File: src/rtl/gold_nic_if.sv
// gold_nic_if: processor register bus plus router link signals for gold_nic.
// master = PE/router environment, slave = the NIC itself.
interface gold_nic_if #(
    parameter int DATA_WIDTH = 64
);
    // processor register bus
    logic [1:0]            addr;
    logic [DATA_WIDTH-1:0] d_in;
    logic [DATA_WIDTH-1:0] d_out;
    logic                  nicEn;
    logic                  nicWrEn;
    // router link
    logic                  net_si;
    logic                  net_ri;
    logic [DATA_WIDTH-1:0] net_di;
    logic                  net_so;
    logic                  net_ro;
    logic [DATA_WIDTH-1:0] net_do;
    logic                  net_polarity;

    modport master (
        output addr, d_in, nicEn, nicWrEn, net_si, net_di, net_ro, net_polarity,
        input  d_out, net_ri, net_so, net_do
    );

    modport slave (
        input  addr, d_in, nicEn, nicWrEn, net_si, net_di, net_ro, net_polarity,
        output d_out, net_ri, net_so, net_do
    );
endinterface

File: src/rtl/gold_nic.sv
// gold_nic: network interface between a processing element and the router NIC port.
// One-entry output buffer (PE->router) gated by router polarity vs. the packet VC bit,
// one-entry input buffer (router->PE), registered processor read port.
// Optional feature macro: GOLD_NIC_DROP_CNT_EN adds a 16-bit saturating counter of
// dropped output-buffer writes, reported in the addr 11 status word and cleared by a
// write to addr 11.
module gold_nic #(
    parameter int DATA_WIDTH = 64,
    parameter int VC_BIT     = 63
) (
    input  logic        clk,
    input  logic        reset,
    gold_nic_if.slave   bus
);

    logic [DATA_WIDTH-1:0] obuf_r;
    logic                  obuf_full_r;
    logic [DATA_WIDTH-1:0] ibuf_r;
    logic                  ibuf_full_r;
    logic [DATA_WIDTH-1:0] d_out_r;
    logic [DATA_WIDTH-1:0] d_out_nxt_s;
    logic [DATA_WIDTH-1:0] obuf_stat_s;

    logic obuf_wr_req_s;
    logic obuf_wr_s;
    logic obuf_drop_s;
    logic xfer_s;
    logic capture_s;
    logic ibuf_rd_s;
    logic net_ri_s;

    // A packet only leaves on a cycle whose polarity matches its VC bit.
    assign xfer_s        = obuf_full_r & bus.net_ro & (bus.net_polarity == obuf_r[VC_BIT]);
    assign net_ri_s      = ~ibuf_full_r;
    assign capture_s     = bus.net_si & net_ri_s;
    assign obuf_wr_req_s = bus.nicEn & bus.nicWrEn & (bus.addr == 2'b10);
    // Writes are judged against the flag as sampled, so a write on a transfer edge is lost.
    assign obuf_wr_s     = obuf_wr_req_s & ~obuf_full_r;
    assign obuf_drop_s   = obuf_wr_req_s & obuf_full_r;
    assign ibuf_rd_s     = bus.nicEn & ~bus.nicWrEn & (bus.addr == 2'b00);

`ifdef GOLD_NIC_DROP_CNT_EN
    logic [15:0] drop_cnt_r;
    logic        drop_clr_s;

    assign drop_clr_s  = bus.nicEn & bus.nicWrEn & (bus.addr == 2'b11);
    assign obuf_stat_s = {{(DATA_WIDTH-17){1'b0}}, drop_cnt_r, obuf_full_r};

    // Saturating count of dropped output-buffer writes; software clears it via addr 11.
    always_ff @(posedge clk) begin
        if (!reset) begin
            drop_cnt_r <= 16'h0000;
        end else if (drop_clr_s) begin
            drop_cnt_r <= 16'h0000;
        end else if (obuf_drop_s && (drop_cnt_r != 16'hFFFF)) begin
            drop_cnt_r <= drop_cnt_r + 16'h0001;
        end else begin
            drop_cnt_r <= drop_cnt_r;
        end
    end
`else
    assign obuf_stat_s = {{(DATA_WIDTH-1){1'b0}}, obuf_full_r};
`endif

    // Processor read mux; flags are sampled before any same-edge update.
    always_comb begin
        d_out_nxt_s = d_out_r;
        if (!bus.nicEn) begin
            d_out_nxt_s = {DATA_WIDTH{1'b0}};
        end else if (bus.nicWrEn) begin
            d_out_nxt_s = d_out_r;
        end else begin
            case (bus.addr)
                2'b00:   d_out_nxt_s = ibuf_r;
                2'b01:   d_out_nxt_s = {{(DATA_WIDTH-1){1'b0}}, ibuf_full_r};
                2'b10:   d_out_nxt_s = obuf_r;
                2'b11:   d_out_nxt_s = obuf_stat_s;
                default: d_out_nxt_s = {DATA_WIDTH{1'b0}};
            endcase
        end
    end

    // Output channel buffer: fill from the PE when empty, drain on a granted transfer.
    always_ff @(posedge clk) begin
        if (!reset) begin
            obuf_r      <= {DATA_WIDTH{1'b0}};
            obuf_full_r <= 1'b0;
        end else if (obuf_wr_s) begin
            obuf_r      <= bus.d_in;
            obuf_full_r <= 1'b1;
        end else if (xfer_s) begin
            obuf_r      <= obuf_r;
            obuf_full_r <= 1'b0;
        end else begin
            obuf_r      <= obuf_r;
            obuf_full_r <= obuf_full_r;
        end
    end

    // Input channel buffer: capture from the router when empty, release on a PE read.
    always_ff @(posedge clk) begin
        if (!reset) begin
            ibuf_r      <= {DATA_WIDTH{1'b0}};
            ibuf_full_r <= 1'b0;
        end else if (capture_s) begin
            ibuf_r      <= bus.net_di;
            ibuf_full_r <= 1'b1;
        end else if (ibuf_rd_s) begin
            ibuf_r      <= ibuf_r;
            ibuf_full_r <= 1'b0;
        end else begin
            ibuf_r      <= ibuf_r;
            ibuf_full_r <= ibuf_full_r;
        end
    end

    // Registered processor read data.
    always_ff @(posedge clk) begin
        if (!reset) begin
            d_out_r <= {DATA_WIDTH{1'b0}};
        end else begin
            d_out_r <= d_out_nxt_s;
        end
    end

    assign bus.d_out  = d_out_r;
    assign bus.net_so = xfer_s;
    assign bus.net_ri = net_ri_s;
    assign bus.net_do = obuf_r;

endmodule

File: src/flat_wrapper.sv
// flat-port wrapper written by rule: the top's interface ports become plain ports
module gold_nic_flat 
#(
    parameter int DATA_WIDTH = 64,
    parameter int VC_BIT     = 63
)
  (clk, reset, bus_addr, bus_d_in, bus_nicEn, bus_nicWrEn, bus_net_si, bus_net_di, bus_net_ro, bus_net_polarity, bus_d_out, bus_net_ri, bus_net_so, bus_net_do);
  gold_nic_if #(.DATA_WIDTH(DATA_WIDTH)) bus_i ();
  input  logic clk;
  input  logic reset;
  input wire logic [$bits(bus_i.addr)-1:0] bus_addr;
  input wire logic [$bits(bus_i.d_in)-1:0] bus_d_in;
  input wire logic [$bits(bus_i.nicEn)-1:0] bus_nicEn;
  input wire logic [$bits(bus_i.nicWrEn)-1:0] bus_nicWrEn;
  input wire logic [$bits(bus_i.net_si)-1:0] bus_net_si;
  input wire logic [$bits(bus_i.net_di)-1:0] bus_net_di;
  input wire logic [$bits(bus_i.net_ro)-1:0] bus_net_ro;
  input wire logic [$bits(bus_i.net_polarity)-1:0] bus_net_polarity;
  output wire logic [$bits(bus_i.d_out)-1:0] bus_d_out;
  output wire logic [$bits(bus_i.net_ri)-1:0] bus_net_ri;
  output wire logic [$bits(bus_i.net_so)-1:0] bus_net_so;
  output wire logic [$bits(bus_i.net_do)-1:0] bus_net_do;
  assign bus_i.addr = bus_addr;
  assign bus_i.d_in = bus_d_in;
  assign bus_i.nicEn = bus_nicEn;
  assign bus_i.nicWrEn = bus_nicWrEn;
  assign bus_i.net_si = bus_net_si;
  assign bus_i.net_di = bus_net_di;
  assign bus_i.net_ro = bus_net_ro;
  assign bus_i.net_polarity = bus_net_polarity;
  assign bus_d_out = bus_i.d_out;
  assign bus_net_ri = bus_i.net_ri;
  assign bus_net_so = bus_i.net_so;
  assign bus_net_do = bus_i.net_do;
  gold_nic #(.DATA_WIDTH(DATA_WIDTH), .VC_BIT(VC_BIT)) u_core (.clk(clk), .reset(reset), .bus(bus_i));
endmodule
File: config.mk
export PLATFORM = sky130hd
export DESIGN_NAME = gold_nic_flat
export DESIGN_NICKNAME = d
export VERILOG_FILES = /design/src/rtl/gold_nic_if.sv /design/src/rtl/gold_nic.sv /design/src/flat_wrapper.sv
export SDC_FILE = /design/constraint.sdc
export NUM_CORES = 1
export LEC_CHECK = 0
export ABC_AREA = 1
export BUFFER_PORTS_ARGS = -buffer_cell sky130_fd_sc_hd__buf_2
export CAP_MARGIN = 25
export CORE_ASPECT_RATIO = 0.9
export CORE_MARGIN = 2
export CORE_UTILIZATION = 51
export CTS_BUF_LIST = sky130_fd_sc_hd__clkbuf_16
export DETAILED_ROUTE_END_ITERATION = 10
export GPL_ROUTABILITY_DRIVEN = 0
export PLACE_DENSITY = 0.8
export SETUP_SLACK_MARGIN = 0.15
export SKIP_CTS_REPAIR_TIMING = 1
export SYNTH_ARGS = -nofsm -noshare
export SYNTH_HDL_FRONTEND = slang
export SYNTH_SLANG_ARGS = --single-unit
File: constraint.sdc
create_clock -name clk -period 1.4 [get_ports clk]
set_input_delay 0.07 -clock clk [delete_from_list [all_inputs] [get_ports clk]]
set_output_delay 0.07 -clock clk [all_outputs]
set_load 0.02 [all_outputs]
==> run summary <==
The flow ran to the end, but the final reports show violations. The final reports fail on negative hold slack. The run gives 0 as the diode insertion count for antenna repair.

In this run the core area contains 43 standard-cell rows. The root buffer cell chosen for the clock tree is clkbuf_16. The tools report the reported leakage power as 6.39 nW. For the count of unique library cells instantiated by Yosys, the log shows 16.

The worst hold path belongs to the class in2reg. The area growth from synthesis to layout was 46.9%. The routed wire length per instance was 15.1 um.

The logs give 0 for the max-slew violation count and 8 for the final-report hold violation count. The clock-pin transition on the worst setup and hold timing paths works out to 0.07 ns. In this run the cell area measured after placement is 9690 um2. Following the worst setup path forward leads to its endpoint at u_core.bus.net_do[61].

The worst setup path is captured at a flip-flop. The share of the Yosys chip area taken by registers is 47.8%. Worst setup path startpoint: u_core.obuf_full_r.

The pre-antenna-repair detailed-routing pass consisted of 5 iterations. Entering global routing, the biggest net connects 130 pins. The number of global-route vias before repair was 7247; the clock latency of the later-clocked register in the worst-skew pair was 0.43 ns. The number of clock buffers added by TritonCTS is 17. The first global-routing pass estimated 33.8 mm of wire. The tool flagged a number of max-cap violations equal to 0. The required time of the worst setup path came out at 1.73 ns.

The clock arrives with 0.0109 ns of skew. The startpoint type of the worst setup path is a flip-flop. For the max-slew headroom at the worst pin, the log shows 62.3%.

For the pin with the worst max-slew slack, the measured transition is 0.565 ns. The logs give 0 for the initial antenna violation count and 11900 um2 for the finished layout cell area. The run gives 1258 as the post-synthesis instance total.

Critical-path maximum fanout: 14. CTS built an H-tree with a depth of 4. Mean post-synth cell area: 6.45 um2. The worst setup path is of the reg2reg kind. The run gives 868 uV as the worst vdd rail ir drop.

The tools report the destination of the worst register-to-register timing path as u_core.bus.net_do[61]. The die area was 16900 um2. For this run the aggregate overflow at the end of global routing stands at 0. The number of nets in the layout came out at 1760. TritonCTS built the clock tree. STA puts the critical path data arrival time at 1.67 ns.

The startpoint of the worst-slack reg-to-reg timing path was u_core.obuf_full_r. The logs give 1092 for the final-layout fill cell count and 9232 for the routed via count. The area of the multi-input gates was 3520 um2; the number of sinks driven by the clock tree was 194. The count of nets left with antenna violations once routing finished came out at 0. During I/O placement, the number of pins put on the boundary was 267. Across every metal layer, demand over resource in global routing totals 25.2%. By instance count, the cell type seen most on the critical path is nand2_1. The number of nets in the synthesized netlist is 1395. The port buffer count was 266; the core footprint was 15500 um2. The largest stage delay on the critical path is 0.34 ns. Tightest hold margin: -0.0655 ns.

The critical-path cell with the highest stage delay is dfxtp_2. Horizontal die dimension: 137 um. The final critical-path required period is 1.34 ns. The post-detailed-route via-to-cell ratio is 5.03.

In this run the cell area of the synthesized design comes to 8120 um2. The sequential cell area is 3890 um2, and the portion of the clock cycle consumed by the worst path in the final layout is 95.8%. The number of cells on the worst reg-to-reg path is 8. For the number of warning messages in the yosys log, the log shows 0.

Summed over all layers, the routed wires come to 27.8 mm. Measured on the finished design, the core utilization comes to 77.0%. In this run, the number of DRC markers left after iteration 0 of detailed routing was 761.

The signal on the critical path passes through inv_2 -> nand3_2 -> nor2_4 -> buf_12 -> clkbuf_16 -> nand2_1 -> nand2_1 -> nor2_1. Power spread over the standard cell area amounts to 1080 nW/um2. After synthesis the netlist holds a flip-flop and latch count of 194. The share of cells above drive strength 1 was 22.9%. The logs give 0 for the final count of negative-setup-slack endpoints and 0.06 ns for the register-to-register setup slack.

The fmax came out at 745 MHz. The tools report the maximum number of buffers from clock root to sink as 2. Setup repair after global routing could not meet its margin everywhere.

The placed wire-length estimate is 14.4 mm, and the height of the die is 124 um. In the routed design, unresolved DRC markers number 0. The initial standard-cell utilization of the core was 52.4%.
[flip-flops by register name, indices dropped and copies added, names as in the netlist]
signal and count:
u_core.bus.d_out 64, u_core.ibuf_r 64, u_core.obuf_full_r 1, u_core.ibuf_full_r 1, u_core.bus.net_do 64
[cells in the final DEF, fill, tap and decap left out]
cell             n
nor2_1         381
clkinv_4         1
nand3_1         67
inv_6            2
dlygate4sd3_1  118
buf_6            9
buf_2          264
nand3_2          2
nand2_2         18
a21oi_1          2
dfxtp_1        192
buf_12          12
o21bai_1         1
clkinvlp_4       1
buf_16           2
buf_4            7
nand2_4         10
o21ai_1          8
clkinv_2         4
clkbuf_16       25
nand2_1        298
nor2_4           2
inv_8            1
bufinv_16        3
clkinv_1         1
o21ai_0         57
nor2_2           4
inv_4            1
inv_1          135
dfxtp_2          2
inv_2            5
[where the power goes]
group / leakage, nW / total [mW] / internal (mW) / switching (mW)
logic: 4.51 / 1.99 / 0.875 / 1.12
clock network: 0.294 / 4.94 / 2.80 / 2.14
registers: 1.59 / 5.98 / 5.80 / 0.173
total: 6.39 / 12.9 / 9.48 / 3.43
[cells by family (layout without fill, tap and decap cells)]
| logic type | Yosys count | count (layout) | synth area share [%] |
|---|---|---|---|
| AOI/OAI and AO/OA | 68 | 68 | 4.22 |
| and+or+nand+nor | 782 | 782 | 37.3 |
| buffers and inverters | 214 | 591 | 10.6 |
| DFF | 194 | 194 | 47.8 |
[through the flow]
step	worst slack (ns)	total power [mW]	hold slack (ns)	instances	setup TNS [ns]
4_1_cts	0.0322	12.5	-0.133	1703	0
3_3_place_gp	0.163	7.62	0.305	1672	0
5_1_grt	-0.00755	13.4	0.000840	1837	-0.00755
3_5_place_dp	0.108	7.66	0.312	1672	0
2_1_floorplan	0.256	7.05	0.219	1258	0
6_report	0.0586	12.9	-0.0655	1837	0
[layer usage]
layer  GRT usage, %  wire [um]
met1           31.5      10700
met2           43.4      13500
met5              0          0
met4           8.96       1340
met3           4.80       2240
[synth_stat cells]
master | instances | area share [%]
o21bai_1 | 1 | 0.092
inv_2 | 3 | 0.14
dfxtp_1 | 194 | 48
nor2_1 | 386 | 18
o21ai_1 | 8 | 0.49
buf_2 | 32 | 2.0
nand2_1 | 325 | 15
inv_1 | 137 | 6.3
o21ai_0 | 57 | 3.5
clkbuf_1 | 28 | 1.3
buf_4 | 5 | 0.46
nand3_1 | 69 | 4.3
nor2_4 | 1 | 0.14
a21oi_1 | 2 | 0.12
nand2_2 | 1 | 0.077
buf_1 | 9 | 0.42
[critical path, delay by kind of cell, from the launching register on]
| kind | cells | cell delay (ns) |
|---|---|---|
| AND/OR/NAND/NOR | 5 | 0.50 |
| buffers and inverters | 3 | 0.42 |
| flip-flops | 1 | 0.34 |
[layout make-up]
class,instances,share of cell area [%]
flip-flops and latches,194,32.6
multi-input cells,850,29.5
repair buffers,420,26.4
inverters,140,4.43
clock buffers,17,3.57
well taps,202,2.12
clock inverters,14,1.36
[worst min path at each step]
stage / start / to / slack, ns / cells past startpoint
final: bus_d_in[60] / u_core.bus.net_do[60] / -0.07 / 5
after floorplan: bus_net_di[14] / u_core.ibuf_r[14] / 0.22 / 2
after detailed placement: bus_net_di[35] / u_core.ibuf_r[35] / 0.31 / 3
after CTS: bus_net_di[35] / u_core.ibuf_r[35] / -0.13 / 3
after global placement: bus_net_di[14] / u_core.ibuf_r[14] / 0.30 / 3
after global routing: bus_d_in[12] / u_core.bus.net_do[12] / 0.0008 / 5
(Power assumes the default switching activity.)
